===== src/rtl/hazard_ctrl.sv =====
// rtl/hazard_ctrl.sv - pipeline hazard detection and stall/flush control
module hazard_ctrl #(
    parameter int TIMEOUT = 16,
    parameter int CNT_W   = 32
) (
    input  logic             clk,
    input  logic             rst,
    input  logic [4:0]       Rs1ID,
    input  logic [4:0]       Rs2ID,
    input  logic             UsesRs1,
    input  logic             UsesRs2,
    input  logic [4:0]       EXRd,
    input  logic             MemReadEX,
    input  logic             BranchTakenEX,
    input  logic             DMemReq,
    input  logic             DMemReady,
    output logic             StallF,
    output logic             StallD,
    output logic             StallE,
    output logic             StallM,
    output logic             FlushD,
    output logic             FlushE,
    output logic             FlushW,
    output logic             BusError,
    output logic [CNT_W-1:0] StallCycles
);

    localparam int WC_W = $clog2(TIMEOUT + 1);

    typedef enum logic {
        RUN      = 1'b0,
        MEM_WAIT = 1'b1
    } state_t;

    state_t            state_q, state_d;
    logic [WC_W-1:0]   wait_cnt_q, wait_cnt_d;
    logic              bus_error_q, bus_error_d;
    logic [CNT_W-1:0]  stall_cycles_q, stall_cycles_d;

    logic load_use;
    logic mem_busy;
    logic mem_done;
    logic timed_out;

    // x0 is hardwired zero, so a load targeting it can never feed a consumer.
    assign load_use = MemReadEX && (EXRd != 5'd0) &&
                      ((UsesRs1 && (EXRd == Rs1ID)) || (UsesRs2 && (EXRd == Rs2ID)));
    assign mem_busy  = DMemReq && !DMemReady;
    // A withdrawn request ends the wait just like a completion.
    assign mem_done  = DMemReady || !DMemReq;
    assign timed_out = (wait_cnt_q == WC_W'(TIMEOUT));

    // Next-state and same-cycle stall/flush decode; everything is held low during reset.
    always_comb begin
        state_d     = state_q;
        wait_cnt_d  = wait_cnt_q;
        bus_error_d = 1'b0;
        StallF      = 1'b0;
        StallD      = 1'b0;
        StallE      = 1'b0;
        StallM      = 1'b0;
        FlushD      = 1'b0;
        FlushE      = 1'b0;
        FlushW      = 1'b0;
        if (!rst) begin
            case (state_q)
                RUN: begin
                    if (mem_busy) begin
                        StallF     = 1'b1;
                        StallD     = 1'b1;
                        StallE     = 1'b1;
                        StallM     = 1'b1;
                        FlushW     = 1'b1;
                        state_d    = MEM_WAIT;
                        wait_cnt_d = WC_W'(1);
                    end else if (BranchTakenEX) begin
                        // The dependent instruction in ID is discarded, so any load-use is moot.
                        FlushD = 1'b1;
                        FlushE = 1'b1;
                    end else if (load_use) begin
                        StallF = 1'b1;
                        StallD = 1'b1;
                        FlushE = 1'b1;
                    end
                end
                MEM_WAIT: begin
                    StallF = 1'b1;
                    StallD = 1'b1;
                    StallE = 1'b1;
                    StallM = 1'b1;
                    FlushW = 1'b1;
                    if (mem_done) begin
                        state_d    = RUN;
                        wait_cnt_d = '0;
                    end else if (timed_out) begin
                        state_d     = RUN;
                        wait_cnt_d  = '0;
                        bus_error_d = 1'b1;
                    end else begin
                        wait_cnt_d = wait_cnt_q + WC_W'(1);
                    end
                end
                default: begin
                    state_d    = RUN;
                    wait_cnt_d = '0;
                end
            endcase
        end
    end

    // Saturating count of PC-hold cycles.
    always_comb begin
        stall_cycles_d = stall_cycles_q;
        if (StallF && (stall_cycles_q != {CNT_W{1'b1}})) begin
            stall_cycles_d = stall_cycles_q + CNT_W'(1);
        end
    end

    // State, wait counter, bus-error pulse and performance counter registers.
    always_ff @(posedge clk) begin
        if (rst) begin
            state_q        <= RUN;
            wait_cnt_q     <= '0;
            bus_error_q    <= 1'b0;
            stall_cycles_q <= '0;
        end else begin
            state_q        <= state_d;
            wait_cnt_q     <= wait_cnt_d;
            bus_error_q    <= bus_error_d;
            stall_cycles_q <= stall_cycles_d;
        end
    end

    assign BusError    = bus_error_q;
    assign StallCycles = stall_cycles_q;

endmodule

===== config.mk =====
export PLATFORM = sky130hd
export DESIGN_NAME = hazard_ctrl
export DESIGN_NICKNAME = d
export VERILOG_FILES = /design/src/rtl/hazard_ctrl.sv
export SDC_FILE = /design/constraint.sdc
export NUM_CORES = 1
export LEC_CHECK = 0
export ABC_CLOCK_PERIOD_IN_PS = 3800
export BUFFER_PORTS_ARGS = -buffer_cell sky130_fd_sc_hd__buf_4
export CAP_MARGIN = 20
export CORE_UTILIZATION = 55
export DETAILED_ROUTE_END_ITERATION = 8
export PLACE_DENSITY = 0.84
export SYNTH_ARGS = -nofsm -noshare
export SYNTH_HDL_FRONTEND = slang
export SYNTH_SLANG_ARGS = --single-unit
export TNS_END_PERCENT = 10

===== constraint.sdc =====
create_clock -name clk -period 3.8 [get_ports clk]
set_clock_uncertainty 0.2 [all_clocks]
set_input_delay 0.76 -clock clk [delete_from_list [all_inputs] [get_ports clk]]
set_output_delay 0.76 -clock clk [all_outputs]
set_load 0.01 [all_outputs]

* Yosys cells after proc, flatten, opt, wreduce, memory -nomap -nowiden
Index checks and enable logic that the tools add are counted.
** Word-level totals
- Memories kept :: 0
- Memory bits (writable) :: 0
- Bits in read-only memories :: 0
- Input port bits :: 23
- Output and inout port bits :: 40
- Logic and storage cells :: 48
- Bits in latches :: 0
- Register bits after elaboration :: 39
** Cells by class
- Bitwise operators :: 1
- Eq/ne operators :: 5
- Magnitude comparators :: 0
- Shifts and indexed selects :: 0
- Add/sub/neg operators :: 2
- Div/mod/pow operators :: 0
- Multipliers :: 0
- Reductions and logical operators :: 12
- Mux-type cells :: 24
** Operator list (number)
- $add 32x1->32 const B :: 1
- $ne 32x32->1 const B :: 1
- $mux 1 :: 17
- $mux 5 :: 3
- $eq 5x5->1 :: 2
- $pmux 5 s2 :: 1
- $logic_and 1x1->1 :: 6
- $pmux 1 s2 :: 3
- $add 5x1->5 const B :: 1
- $eq 5x5->1 const B :: 1
- $reduce_bool 5->1 :: 1
- $reduce_or 3->1 :: 1
- $logic_not 1->1 :: 2
- $logic_or 1x1->1 :: 2
- $ne 2x2->1 const B :: 1
- $not 1->1 :: 1

* Longest topological paths before layout
- Word-level depth :: 10
- Depth in mapped cells :: 8
- Mapped depth without buffers :: 8

* Worst setup path after synthesis
OpenSTA, ideal clock, no wires.
- Path type :: input to output
- From :: input EXRd[1]
- To :: output StallF
- Path buffers :: 1
- Stages on the path :: 4
- Required time :: 2840 ps
- Path slack :: 963 ps
- Arrival time :: 1877 ps
- Cell sequence :: or4_1 > o211a_1 > a21o_1 > buf_4
** Between the ends
- Cells in the longest elaborated chain, start to end :: 9
- Elaborated cells on any way between the ends :: 13
- Those cells by class :: eq/ne: 2; mux: 5; reduce/logical: 6
** RTL lines
- start, declared :: RTL line 12 : input logic [4:0] EXRd,
- $eq 5x5->1 :: RTL line 47 : ((UsesRs1 && (EXRd == Rs1ID)) || (UsesRs2 && (EXRd == Rs2ID)));
- $logic_and 1x1->1 :: RTL line 47
- $logic_or 1x1->1 :: RTL line 47
- $logic_and 1x1->1 * :: RTL line 46 : assign load_use = MemReadEX && (EXRd != 5'd0) &&
- $mux 1 * (3 in a row)
- $pmux 1 s2 *
- $mux 1 *
- end, declared :: RTL line 17 : output logic StallF,
Mark *: on every way between the ends. The rest lies on a longest branch, timed or not.

* Worst setup path after layout
- From :: input DMemReady
- To :: register stall_cycles_q[17] (netlist: StallCycles[17])
** Between the ends
- Cells in the longest elaborated chain, start to end :: 6
** RTL lines
- start, declared :: RTL line 16 : input logic DMemReady,
- $logic_not 1->1 :: RTL line 48 : assign mem_busy = DMemReq && !DMemReady;
- $logic_and 1x1->1 :: RTL line 48
- $mux 1 :: RTL line 68 : if (mem_busy) begin
- $pmux 1 s2 :: RTL line 66 : case (state_q)
- $mux 1 :: RTL line 65 : if (!rst) begin
- $logic_and 1x1->1 :: RTL line 114 : if (StallF && (stall_cycles_q != {CNT_W{1'b1}})) begin
- end signal, assigned :: RTL line 130 : stall_cycles_q <= stall_cycles_d;
- end, declared :: RTL line 38 : logic [CNT_W-1:0] stall_cycles_q, stall_cycles_d;
Every way passes these cells.
A chain may end at the register's enable or synchronous reset.

==> results.sh <==
export IMPL_min_period_ps=3090
export IMPL_cts_root_buf="clkbuf_8"
export IMPL_grt_pass1_wl_mm=7.91
export IMPL_netlist_area_um2=2140
export IMPL_hpwl_mm=3.53
export IMPL_nFillCells=308
export IMPL_r2r_end="StallCycles[17]"
export IMPL_dr_total_vias=2057
export IMPL_drc=0
export IMPL_chipHeight_um=64.4
export IMPL_worstPathRequired_ps=3810
export IMPL_rows=22
export IMPL_power_density_nw_per_um2=292
export IMPL_synth_nets=283
export IMPL_nets=338
export IMPL_slew_headroom_pct=56.5
export IMPL_start_util_pct=58.1
export IMPL_drive_gt1_share_pct=25.2
export IMPL_syn_to_final_growth_pct=25.8
export IMPL_fin_crit_sh_pct=81.3
export IMPL_fin_area_um2=2700
export IMPL_place_congestion=0.760
export IMPL_synth_xor_area_share_pct=9.80
export IMPL_cpMaxStageDelayCell="a32oi_2"
export IMPL_ys_seq_elements=39
export IMPL_cts_hold_fix_buffers=0
export IMPL_setup_worst_path_start="DMemReady"
export IMPL_slowest_delay_ps=590
export IMPL_cp_top_family="simple AND/OR/NAND/NOR gates"
export IMPL_timing_critical_path_buf_inv=1
export IMPL_cts_path_max_buffers=2
export IMPL_first_pass_iters=4
export IMPL_synth_area_per_cell_um2=8.34
export IMPL_antenna_left=0
export IMPL_core_area_um2=3690
export IMPL_synth_area_mux_share_pct=0.467
export IMPL_place_area_um2=2600
export IMPL_drtIter0Drc=155
export IMPL_start_kind="primary input"
export IMPL_diodes=0
export IMPL_r2r_slack_ps=990
export IMPL_top_layer="met4"
export IMPL_crit_cells=7
export IMPL_yosysTopAreaCell="dfxtp_1"
export IMPL_portBuffers=62
export IMPL_synth_warnings=0
export IMPL_ctsHtreeMaxLevel=2
export IMPL_met1Wirelength_mm=2.20
export IMPL_vias_per_cell=5.70
export IMPL_ys_types=45
export IMPL_cts_resized=0
export IMPL_outcome="finished, final reports clean"
export IMPL_clk_pin_slew_worst_paths_ps=70
export IMPL_fmax_mhz=324
export IMPL_synth_top_cell_area_share_pct=36.4
export IMPL_crit_fanout=16
export IMPL_crit_path_end="StallCycles[17]"
export IMPL_crit_chain="buf_4, and2b_1, o21bai_1, a32oi_2, nand2_1, or4_1, a21oi_1"
export IMPL_r2r_start="StallCycles[0]"
export IMPL_rsz0062_at_grt="no"
export IMPL_synthSimpleGateAreaFrac_pct=31.1
export IMPL_wl_per_cell_um=13.1
export IMPL_insertion_delay_ps=280
export IMPL_synth_fa_ha_area_share_pct=1.75
export IMPL_grt_max_degree=40
export IMPL_synth_area_top_cells="dfxtp_1 (36%), xor2_1 (5.3%), nand4_1 (4.7%), xnor2_1 (4.5%), nor2_1 (3.9%)"
export IMPL_min_path_type="reg2reg"
export IMPL_die_x_um=64.4
export IMPL_cts_setup_buffers=0
export IMPL_ir_drop_uv=234
export IMPL_slew_viol_final=0
export IMPL_cts_tree="done"
export IMPL_synth_compound_area_share_pct=15.7
export IMPL_synthCells=257
export IMPL_arrival_ps=3100
export IMPL_antenna_found_initial=0
export IMPL_worstRegToRegCells=7
export IMPL_grtUsageTotal_pct=23.9
export IMPL_tns_ps=0
export IMPL_grt_pass1_vias=1789
export IMPL_setup_viol=0
export IMPL_ios=63
export IMPL_met3WireLength_um=196
export IMPL_maxCapViolations=0
export IMPL_cts_sinks=39
export IMPL_worstSetupEndpointType="flip-flop"
export IMPL_seq_area_frac_synth_pct=36.4
export IMPL_critPathKind="in2reg"
export IMPL_cts_buffers=5
export IMPL_die_area_um2=4150
export IMPL_wl_met2_mm=2.32
export IMPL_wirelength_mm=4.75
export IMPL_worstMarginPinSlew_ps=653
export IMPL_synth_top_family_by_area="simple AND/OR/NAND/NOR gates"
export IMPL_leakagePower_nw=1.04
export IMPL_overflow=0
export IMPL_finalHoldViolations=0
-- layout make-up --
class                           count  area (µm²)  area share, %
Inverter                            8        30.0           1.11
Sequential cell                    39         781           28.9
Timing Repair Buffer               62         465           17.3
Tap cell                           48        60.1           2.23
Multi-Input combinational cell    196        1260           46.8
Clock buffer                        8         100           3.71
-- where the power goes --
group | total (W) | switching [W] | internal [W]
clock network | 0.000301 | 0.000135 | 0.000166
registers | 0.000412 | 0.00000218 | 0.000410
logic | 0.0000753 | 0.0000394 | 0.0000359
total | 0.000789 | 0.000177 | 0.000612
-- placed cells by master (no fill, tap or decap), types with 8 or more instances in the layout --
cell      n
dfxtp_1  39
nand4_1  16
buf_4    62
nand2_1  14
or3_1    10
nor2_1   22
nor3_1    8
nand3_1  16
a21oi_1  16
o21ai_0  10
xor2_1   13
inv_1     8
xnor2_1  11
-- cells in the mapped netlist, drive strengths merged --
| master | number |
|---|---|
| or4 | 7 |
| buf | 6 |
| nand3 | 16 |
| nor2b | 2 |
| mux2i | 1 |
| and3 | 6 |
| o22ai | 1 |
| a21o | 1 |
| o221ai | 1 |
| xor2 | 13 |
| nor2 | 23 |
| nand2 | 14 |
| nand4bb | 1 |
| nand2b | 3 |
| o21ai | 15 |
| nor4 | 1 |
| o21a | 3 |
| ha | 3 |
| inv | 8 |
| o21bai | 1 |
| nand4 | 18 |
| dfxtp | 39 |
| a21oi | 16 |
| nor3 | 8 |
| or3 | 11 |
| o211ai | 1 |
| or2 | 2 |
| a211oi | 1 |
| o211a | 1 |
| o21ba | 1 |
| and2b | 1 |
| clkbuf | 8 |
| o31ai | 7 |
| xnor2 | 11 |
| a21boi | 1 |
| nand3b | 1 |
| and2 | 3 |
| a32oi | 1 |
-- per-layer routing --
metal | vias up | GRT usage, %
met2 | 49 | 40.9
met1 | 968 | 30.2
li1 | 1036 | -
met4 | 0 | 6.67
met5 | - | 0
met3 | 4 | 4.93
-- cell families (layout without fill, tap and decap cells) --
family	count (synthesis)	in the layout
and+or+nand+nor	117	117
xor gates and xnor gates	24	24
adders and majority gates	3	3
muxes	1	1
buffers and inverters	22	78
AOI/OAI and AO/OA	51	51
DFF	39	39
-- sequential cells by signal, summed over array words and instances, names as in the netlist --
name and count:
state_q 1, BusError 1, wait_cnt_q 5, StallCycles 32
-- metrics by stage --
step | total power, W | instances | setup slack, ps | util [%] | hold WS (ps)
6_report | 0.000789 | 361 | 711 | 73.1 | 268
5_1_grt | 0.000821 | 361 | 567 | 73.1 | 306
4_1_cts | 0.000794 | 361 | 733 | 73.1 | 271
3_5_place_dp | 0.000498 | 353 | 446 | 70.4 | 258
3_3_place_gp | 0.000495 | 353 | 583 | 70.4 | 253
2_1_floorplan | 0.000466 | 257 | 963 | - | 234
-- how the worst min path moves through the flow --
stage	start	end	slack (ps)	cells past startpoint
global route	wait_cnt_q[4]	wait_cnt_q[4]	310	1
CTS	wait_cnt_q[4]	wait_cnt_q[4]	270	1
detailed placement	wait_cnt_q[4]	wait_cnt_q[4]	260	1
finish	wait_cnt_q[4]	wait_cnt_q[4]	270	1
floorplan	wait_cnt_q[4]	wait_cnt_q[4]	230	1
global placement	wait_cnt_q[4]	wait_cnt_q[4]	250	1
Power figures use the tool's default switching activity.
